### config.mk
export PLATFORM = sky130hd
export DESIGN_NAME = elevator_collective
export DESIGN_NICKNAME = d
export VERILOG_FILES = /design/src/rtl/elevator_collective.sv
export SDC_FILE = /design/constraint.sdc
export NUM_CORES = 1
export LEC_CHECK = 0
export ABC_AREA = 0
export CORE_MARGIN = 2
export CORE_UTILIZATION = 55
export DETAILED_ROUTE_END_ITERATION = 16
export GPL_ROUTABILITY_DRIVEN = 0
export PLACE_DENSITY = 0.81
export RECOVER_POWER = 25
export SLEW_MARGIN = 20
export SYNTH_ARGS = -nofsm -noshare
export SYNTH_HDL_FRONTEND = slang
export SYNTH_SLANG_ARGS = --single-unit
### constraint.sdc
create_clock -name clk -period 5.85 [get_ports clk]
set_input_delay 1.17 -clock clk [delete_from_list [all_inputs] [get_ports clk]]
set_output_delay 1.17 -clock clk [all_outputs]
set_load 0.1 [all_outputs]
### src/rtl/elevator_collective.sv
// Collective (SCAN) elevator controller for any floor count. Car and hall calls
// are latched into lamp registers. The car serves calls in its direction of travel
// and reverses only when no requests remain ahead. When the emergency input rises
// in any state, the car stops at the next floor with the door held open.
module elevator_collective #(
  parameter int FLOORS      = 6,
  parameter int DOOR_CYCLES = 16,
  parameter int FW          = $clog2(FLOORS + 1)
) (
  input  logic                      clk,
  input  logic                      rst,
  input  logic [FLOORS-1:0]         f,
  input  logic [2*(FLOORS-1)-1:0]   du,
  input  logic [FLOORS-1:0]         sensors,
  input  logic                      emg,
  output logic [1:0]                ac,
  output logic [FW-1:0]             disp,
  output logic                      open,
  output logic [FLOORS-1:0]         car_lamp,
  output logic [2*(FLOORS-1)-1:0]   hall_lamp
);

  localparam int            TW        = $clog2(DOOR_CYCLES + 1);
  localparam logic [TW-1:0] DOOR_LOAD = TW'(DOOR_CYCLES);

  typedef enum logic [2:0] {S_IDLE, S_MOVE_UP, S_MOVE_DN, S_DOOR, S_EMG} state_t;
  typedef enum logic [1:0] {DIR_NONE, DIR_UP, DIR_DOWN} dir_t;

  state_t            state_q, state_d;
  dir_t              dir_q, dir_d;
  logic [FLOORS-1:0] car_q, car_d, up_q, up_d, dn_q, dn_d;
  logic [FW-1:0]     cur_q, cur_d;
  logic              valid_q, valid_d;
  logic [TW-1:0]     timer_q, timer_d;
  logic              left_q, left_d;         // origin sensor has been left since departure
  logic              emg_pend_q, emg_pend_d; // emergency seen while moving

  // Bits of a one-hot position vector's floors strictly above / below it.
  function automatic logic [FLOORS-1:0] mask_above(input logic [FLOORS-1:0] oh);
    logic [FLOORS-1:0] r;
    logic              seen;
    seen = 1'b0;
    for (int i = 0; i < FLOORS; i++) begin
      r[i] = seen;
      seen = seen | oh[i];
    end
    return r;
  endfunction

  function automatic logic [FLOORS-1:0] mask_below(input logic [FLOORS-1:0] oh);
    logic [FLOORS-1:0] r;
    logic              seen;
    seen = 1'b0;
    for (int i = FLOORS - 1; i >= 0; i--) begin
      r[i] = seen;
      seen = seen | oh[i];
    end
    return r;
  endfunction

  // Hall buttons unpacked onto per-floor vectors; U at the top and D at the bottom don't exist.
  logic [FLOORS-1:0] up_set, dn_set, req_all, cur_oh;
  assign up_set  = {1'b0, du[FLOORS-2:0]};
  assign dn_set  = {du[2*FLOORS-3:FLOORS-1], 1'b0};
  assign req_all = car_q | up_q | dn_q;

  // One-hot view of the registered floor.
  always_comb begin
    cur_oh = '0;
    for (int i = 0; i < FLOORS; i++) cur_oh[i] = (cur_q == FW'(i));
  end

  logic sens_onehot, sens_zero;
  assign sens_onehot = $onehot(sensors);
  assign sens_zero   = (sensors == '0);

  // Request look-ahead from the parked floor (IDLE) and from the sensor being passed (moving).
  logic above_cur, below_cur, above_k, below_k;
  assign above_cur = |(req_all & mask_above(cur_oh));
  assign below_cur = |(req_all & mask_below(cur_oh));
  assign above_k   = |(req_all & mask_above(sensors));
  assign below_k   = |(req_all & mask_below(sensors));

  // What IDLE may serve at the parked floor: hall calls against dir only once nothing lies ahead.
  logic car_here, served_up, served_dn;
  assign car_here  = |(car_q & cur_oh);
  assign served_up = (|(up_q & cur_oh)) && (dir_q != DIR_DOWN || !below_cur);
  assign served_dn = (|(dn_q & cur_oh)) && (dir_q != DIR_UP || !above_cur);

  // Stop checks ignore the origin floor until the car has left it.
  logic stop_up, stop_dn;
  assign stop_up = left_q && sens_onehot &&
                   ((|(car_q & sensors)) || (|(up_q & sensors)) || !above_k ||
                    sensors[FLOORS-1] || emg || emg_pend_q);
  assign stop_dn = left_q && sens_onehot &&
                   ((|(car_q & sensors)) || (|(dn_q & sensors)) || !below_k ||
                    sensors[0] || emg || emg_pend_q);

  // With the door open, calls at this floor for the current direction extend the door rather than latch.
  logic              in_door, reopen;
  logic [FLOORS-1:0] abs_car, abs_up, abs_dn;
  assign in_door = (state_q == S_DOOR);
  assign abs_car = in_door ? cur_oh : '0;
  assign abs_up  = (in_door && dir_q != DIR_DOWN) ? cur_oh : '0;
  assign abs_dn  = (in_door && dir_q != DIR_UP) ? cur_oh : '0;
  assign reopen  = (|(f & abs_car)) || (|(up_set & abs_up)) || (|(dn_set & abs_dn));

  logic [FLOORS-1:0] clr_car, clr_up, clr_dn;

  // Next-state, request bookkeeping and motor command.
  always_comb begin
    // NOTE: every _d and output gets its default first, so no path leaves one unassigned (no latch).
    state_d    = state_q;
    dir_d      = dir_q;
    cur_d      = cur_q;
    valid_d    = valid_q;
    timer_d    = timer_q;
    left_d     = left_q;
    emg_pend_d = emg_pend_q;
    clr_car    = '0;
    clr_up     = '0;
    clr_dn     = '0;
    ac         = 2'b00;

    if (sens_onehot) begin
      valid_d = 1'b1;
      for (int i = 0; i < FLOORS; i++) if (sensors[i]) cur_d = FW'(i);
    end

    unique case (state_q)
      S_IDLE: begin
        if (valid_q && sens_onehot) begin
          if (emg) begin
            state_d = S_EMG;
          end else if (car_here || served_up || served_dn) begin
            state_d = S_DOOR;
            timer_d = DOOR_LOAD;
            clr_car = cur_oh;
            if (served_up) clr_up = cur_oh;
            if (served_dn) clr_dn = cur_oh;
            if (served_up && !served_dn) dir_d = DIR_UP;
            if (served_dn && !served_up) dir_d = DIR_DOWN;
          end else if (above_cur && (!below_cur || dir_q != DIR_DOWN)) begin
            state_d    = S_MOVE_UP;
            dir_d      = DIR_UP;
            left_d     = 1'b0;
            emg_pend_d = 1'b0;
          end else if (below_cur) begin
            state_d    = S_MOVE_DN;
            dir_d      = DIR_DOWN;
            left_d     = 1'b0;
            emg_pend_d = 1'b0;
          end else begin
            dir_d = DIR_NONE;
          end
        end
      end
      S_MOVE_UP: begin
        ac         = 2'b01;
        emg_pend_d = emg_pend_q | emg;
        if (sens_zero) left_d = 1'b1;
        if (stop_up) begin
          ac      = 2'b00;
          clr_car = sensors;
          clr_up  = sensors;
          if (!above_k) begin
            clr_dn = sensors;
            dir_d  = below_k ? DIR_DOWN : DIR_NONE;
          end
          state_d = emg ? S_EMG : S_DOOR;
          timer_d = DOOR_LOAD;
        end
      end
      S_MOVE_DN: begin
        ac         = 2'b10;
        emg_pend_d = emg_pend_q | emg;
        if (sens_zero) left_d = 1'b1;
        if (stop_dn) begin
          ac      = 2'b00;
          clr_car = sensors;
          clr_dn  = sensors;
          if (!below_k) begin
            clr_up = sensors;
            dir_d  = above_k ? DIR_UP : DIR_NONE;
          end
          state_d = emg ? S_EMG : S_DOOR;
          timer_d = DOOR_LOAD;
        end
      end
      S_DOOR: begin
        if (emg) begin
          state_d = S_EMG;
        end else if (reopen) begin
          timer_d = DOOR_LOAD;
        end else if (timer_q <= TW'(1)) begin
          state_d = S_IDLE;
          timer_d = '0;
        end else begin
          timer_d = timer_q - TW'(1);
        end
      end
      S_EMG: begin
        if (!emg) begin
          state_d = S_DOOR;
          timer_d = DOOR_LOAD;
        end
      end
      default: state_d = S_IDLE;
    endcase

    // Clear first, then set: a same-cycle press survives unless the open door absorbs it.
    car_d = (car_q & ~clr_car) | (f & ~abs_car);
    up_d  = (up_q & ~clr_up) | (up_set & ~abs_up);
    dn_d  = (dn_q & ~clr_dn) | (dn_set & ~abs_dn);
  end

  // State registers with synchronous reset.
  always_ff @(posedge clk) begin
    // NOTE: non-blocking assignments so every flop samples the pre-edge values of the others.
    if (rst) begin
      state_q    <= S_IDLE;
      dir_q      <= DIR_NONE;
      car_q      <= '0;
      up_q       <= '0;
      dn_q       <= '0;
      cur_q      <= '0;
      valid_q    <= 1'b0;
      timer_q    <= '0;
      left_q     <= 1'b0;
      emg_pend_q <= 1'b0;
    end else begin
      state_q    <= state_d;
      dir_q      <= dir_d;
      car_q      <= car_d;
      up_q       <= up_d;
      dn_q       <= dn_d;
      cur_q      <= cur_d;
      valid_q    <= valid_d;
      timer_q    <= timer_d;
      left_q     <= left_d;
      emg_pend_q <= emg_pend_d;
    end
  end

  assign open      = (state_q == S_DOOR) || (state_q == S_EMG);
  assign disp      = valid_q ? cur_q + FW'(1) : '0;
  assign car_lamp  = car_q;
  assign hall_lamp = {dn_q[FLOORS-1:1], up_q[FLOORS-2:0]};

endmodule

Word level (Yosys, flattened, before mapping) --
Index checks and enable logic that the tools add are counted.
Operators by class: multiplexer cells 78, equal/unequal tests 28, add/sub/neg operators 7, order comparisons 1, bitwise logic cells 47, reductions and logical operators 61
Operators with widths (count):
- 6-bit 2-to-1 mux | 20
- 6-bit bitwise AND | 15
- 6-bit OR reduction | 13
- 3-bit 2-to-1 mux | 19
- 6-bit one-hot mux with 3 select lines | 3
- 5-bit 2-to-1 mux | 9
- 6-bit NOT | 6
- 6-bit bitwise OR | 5
- 2-bit 2-to-1 mux | 13
- 5-bit one-hot mux with 5 select lines | 1
- 2-bit != test (second input constant) | 11
- 1-bit logical OR | 17
- 1-bit bitwise OR | 17
- 8-bit AND reduction | 2
- 3-bit one-hot mux with 5 select lines | 1
- 5-bit by 6-bit bitwise AND with 6-bit output | 2
- 6-bit by 5-bit bitwise AND with 6-bit output | 2
- 3-bit by 2-bit == test with 1-bit output (second input constant) | 4
- 1-bit logical AND | 11
- 3-bit by 1-bit == test with 1-bit output (second input constant) | 3
- 3-bit == test (second input constant) | 3
- 1-bit 2-to-1 mux | 8
- 7-bit AND reduction | 1
- 1-bit by 1-bit adder with 2-bit output | 3
- 24 further kinds | 33
Storage, ports and cells: bits in registers 34, input port bits 25, output and inout bits 22, word-level logic and storage cells 232

Longest topological paths before layout --
word-level depth 19, mapped depth 13, mapped depth without buffers 13

Worst setup path after synthesis --
No wires, ideal clock.
kind input to output, start point input port sensors[0], end point output port ac[0], stages on the path 10, data arrival time 4.469 ns, setup slack 0.211 ns, data required time 4.680 ns, buffers on the path 0, path through fa_1 > inv_1 > fa_1 > inv_1 > ha_1 > fa_1 > nor3b_1 > nand2_1 > a21oi_1 > nor2_1
On the way: cells in the longest elaborated chain, start to end 14, elaborated cells on any way between the ends 24, classes of those cells 3 x add/sub; 1 x eq/ne; 2 x mux; 7 x bitwise; 11 x reduce/logical
Ends and longest elaborated chain:
- start, declared | line 14 | input logic [FLOORS-1:0] sensors,
- parallel branches: the longest is 11 deep, another holds 2-bit by 2-bit adder with 3-bit output
- 1-bit logical AND (*) | line 92 | assign stop_up = left_q && sens_onehot &&
- 1-bit 2-to-1 mux (*) | line 162 | if (stop_up) begin
- 2-bit one-hot mux with 2 select lines (*) | line 130 | unique case (state_q)
- end, declared | line 16 | output logic [1:0] ac,
Mark *: on every way between the ends.

Worst setup path in the final report --
start point input port sensors[0], end point output port ac[1]
On the way: cells in the longest elaborated chain, start to end 10, elaborated cells on any way between the ends 17, classes of those cells 3 x add/sub; 1 x eq/ne; 2 x mux; 2 x bitwise; 9 x reduce/logical
Ends and longest elaborated chain:
- parallel branches: the longest is 7 deep, another holds 2-bit by 2-bit adder with 3-bit output
- 1-bit logical AND (*) | line 95 | assign stop_dn = left_q && sens_onehot &&
- 2-bit 2-to-1 mux (*) | line 178 | if (stop_dn) begin
- 2-bit one-hot mux with 2 select lines (*) | line 130
Marked as above.

==> results.sh <==
export IMPL_status="complete, no violations"
export IMPL_tritoncts="done"
export IMPL_worstMarginPinSlew_ps=1110
export IMPL_first_global_vias=3211
export IMPL_netlist_instances=396
export IMPL_cts_hold_buf=0
export IMPL_route_detailed_drc=0
export IMPL_port_buffers=46
export IMPL_criticalPathCategory="primary input to output port"
export IMPL_die_w_um=77.9
export IMPL_dpl_worst_slack_ps=177
export IMPL_routed_wl_um=9650
export IMPL_root_buffer="clkbuf_8"
export IMPL_synth_cell_types=70
export IMPL_grt_pass1_wl_um=15500
export IMPL_grt_usage_pct=32.0
export IMPL_grt_antenna_before_repair=0
export IMPL_final_common_cell="a21oi_1"
export IMPL_postCtsSetupRepairBufs=0
export IMPL_p_per_area_mw_per_mm2=327
export IMPL_detail_route_antenna_nets=0
export IMPL_cts_resized=0
export IMPL_cts_buffers=5
export IMPL_die_h_um=77.9
export IMPL_syn_area_sq_mm=0.00300
export IMPL_yosysWarnings=0
export IMPL_synthFlopType="dfxtp_1"
export IMPL_cap_violations=0
export IMPL_synth_edf_count=0
export IMPL_fillers=465
export IMPL_finalWorstSetupSlack_ps=218
export IMPL_area_growth_pct=17.2
export IMPL_final_cell_mix="a21oi_1 (42), nand2_1 (34), dfxtp_1 (34)"
export IMPL_hold_path_class="flop to flop"
export IMPL_setup_tns_ps=0
export IMPL_synth_nets=433
export IMPL_initial_core_util_pct=57.7
export IMPL_core_sq_mm=0.00520
export IMPL_setup_worst_path_end_class="output port"
export IMPL_via_per_inst=6.92
export IMPL_synthArstFlopShare_pct=0
export IMPL_ys_seq_area_share_pct=22.7
export IMPL_ys_seq_elements=34
export IMPL_rsz0062_at_grt="false"
export IMPL_hold_ws_ps=497
export IMPL_rows=26
export IMPL_peakVddDrop_uv=284
export IMPL_grt_overflow=0
export IMPL_grt_max_degree=35
export IMPL_max_stage_delay_ps=540
export IMPL_cp_num_buf_inv=5
export IMPL_maxSlewHeadroom_pct=25.1
export IMPL_clk_pin_slew_ps=70
export IMPL_crit_chain="clkdlybuf4s50_1 > fa_1 > inv_1 > fa_1 > inv_1 > ha_1 > fa_1 > nor3b_2 > nand2_1 > a22oi_1 > inv_1 > buf_12"
export IMPL_drv_slew=0
export IMPL_ioPinCount=47
export IMPL_hold_violations=0
export IMPL_finClkSkew_ps=9.25
export IMPL_cts_htree_levels=2
export IMPL_cts_sinks=34
export IMPL_antennaDiodeCount=0
export IMPL_via_count=3426
export IMPL_fin_crit_sh_pct=96.3
export IMPL_start_kind="primary input"
export IMPL_avgSynthCellArea_sq_um=7.59
export IMPL_die_area_sq_mm=0.00607
export IMPL_finalCriticalPeriod_ps=5630
export IMPL_clock_path_buffers=2
export IMPL_place_hpwl_um=7130
export IMPL_setup_viol=0
export IMPL_cpLargestDelayFamily="adder cells"
export IMPL_fmax_mhz=178
export IMPL_drt_wirelength_per_cell_um=19.5
export IMPL_clk_latency_ps=300
export IMPL_final_nets=462
export IMPL_crit_arrival_ps=4460
export IMPL_drtIter0Drc=579
export IMPL_drive_gt1_share_pct=7.06
export IMPL_slowest_stage="fa_1"
export IMPL_worstPathMaxFanout=3
export IMPL_crit_required_ps=4680
export IMPL_first_pass_iters=6
export IMPL_p_leak_nw=1.25
export IMPL_fin_util_pct=67.6
metrics by stage:
step	area, sq um	total power [mW]	cells
2_1_floorplan	3000	0.814	396
3_3_place_gp	3440	0.959	488
3_5_place_dp	3440	0.970	488
4_1_cts	3510	1.14	495
5_1_grt	3520	1.21	495
6_report	3520	1.15	495
routing by layer:
metal  part of all wire (%)  global-route usage, %  vias to the layer above
li1                       -                      -                     1568
met1                     39                   39.6                     1569
met5                      0                      0                        -
met4                    4.2                   16.8                        0
met2                     46                   52.3                      241
met3                     10                   6.28                       48
final cells by class:
| cell class | instances | area (sq um) | share of cell area [%] |
|---|---|---|---|
| sequential | 34 | 681 | 19.3 |
| timing repair buffer | 51 | 518 | 14.7 |
| inverter | 21 | 78.8 | 2.24 |
| multi-input combinational | 312 | 2080 | 59.0 |
| clock buffer | 5 | 68.8 | 1.96 |
| clock inverter | 2 | 10.0 | 0.284 |
| tap | 70 | 87.6 | 2.49 |
worst register-to-register path: cells and delay by family (launching register included):
family / cells / cell delay (ps)
buf+inv: 1 / 280
simple gates: 1 / 480
fa+ha+maj: 1 / 440
compound gates: 6 / 1480
flops: 1 / 850
state kept, by name, summed over array words and instances, names as in the netlist:
signal,count
emg_pend_q,1
state_q,3
dir_q,2
car_lamp,6
left_q,1
timer_q,5
up_q,6
valid_q,1
dn_q,6
cur_q,3
report_power, final:
| group | switching [mW] | internal (mW) | total (mW) |
|---|---|---|---|
| combinational | 0.443 | 0.216 | 0.659 |
| sequential | 0.0610 | 0.263 | 0.324 |
| clock | 0.0887 | 0.0799 | 0.169 |
| total | 0.592 | 0.559 | 1.15 |
path summary, 6_finish.rpt:
check,start,to,slack (ps),cells after the start
setup / recovery,sensors[0],ac[1],220,12
hold / removal,timer_q[4],timer_q[4],500,2
setup reg to reg,cur_q[2],timer_q[1],2250,9
hold reg to reg,timer_q[4],timer_q[4],500,2
synthesized netlist by cell type (all sizes together), types with 10 or more instances:
master	count	area (sq um)
dfxtp	34	681
inv	21	78.8
buf	16	125
nor3	18	111
nand2	34	128
clkbuf	13	48.8
o221ai	17	149
a22oi	10	75.1
a21oi	42	210
nor2	30	113
nand3	12	60.1
o21ai	29	145
cells by family after synthesis:
| group | synth area share [%] |
|---|---|
| adder cells (fa/ha/maj) | 5.75 |
| AO/OA/AOI/OAI | 37.4 |
| buffers and inverters | 8.41 |
| flip-flops | 22.7 |
| XOR/XNOR | 0.292 |
| multiplexers | 0.750 |
| AND/OR/NAND/NOR | 24.7 |
Power figures use the tool's default switching activity.
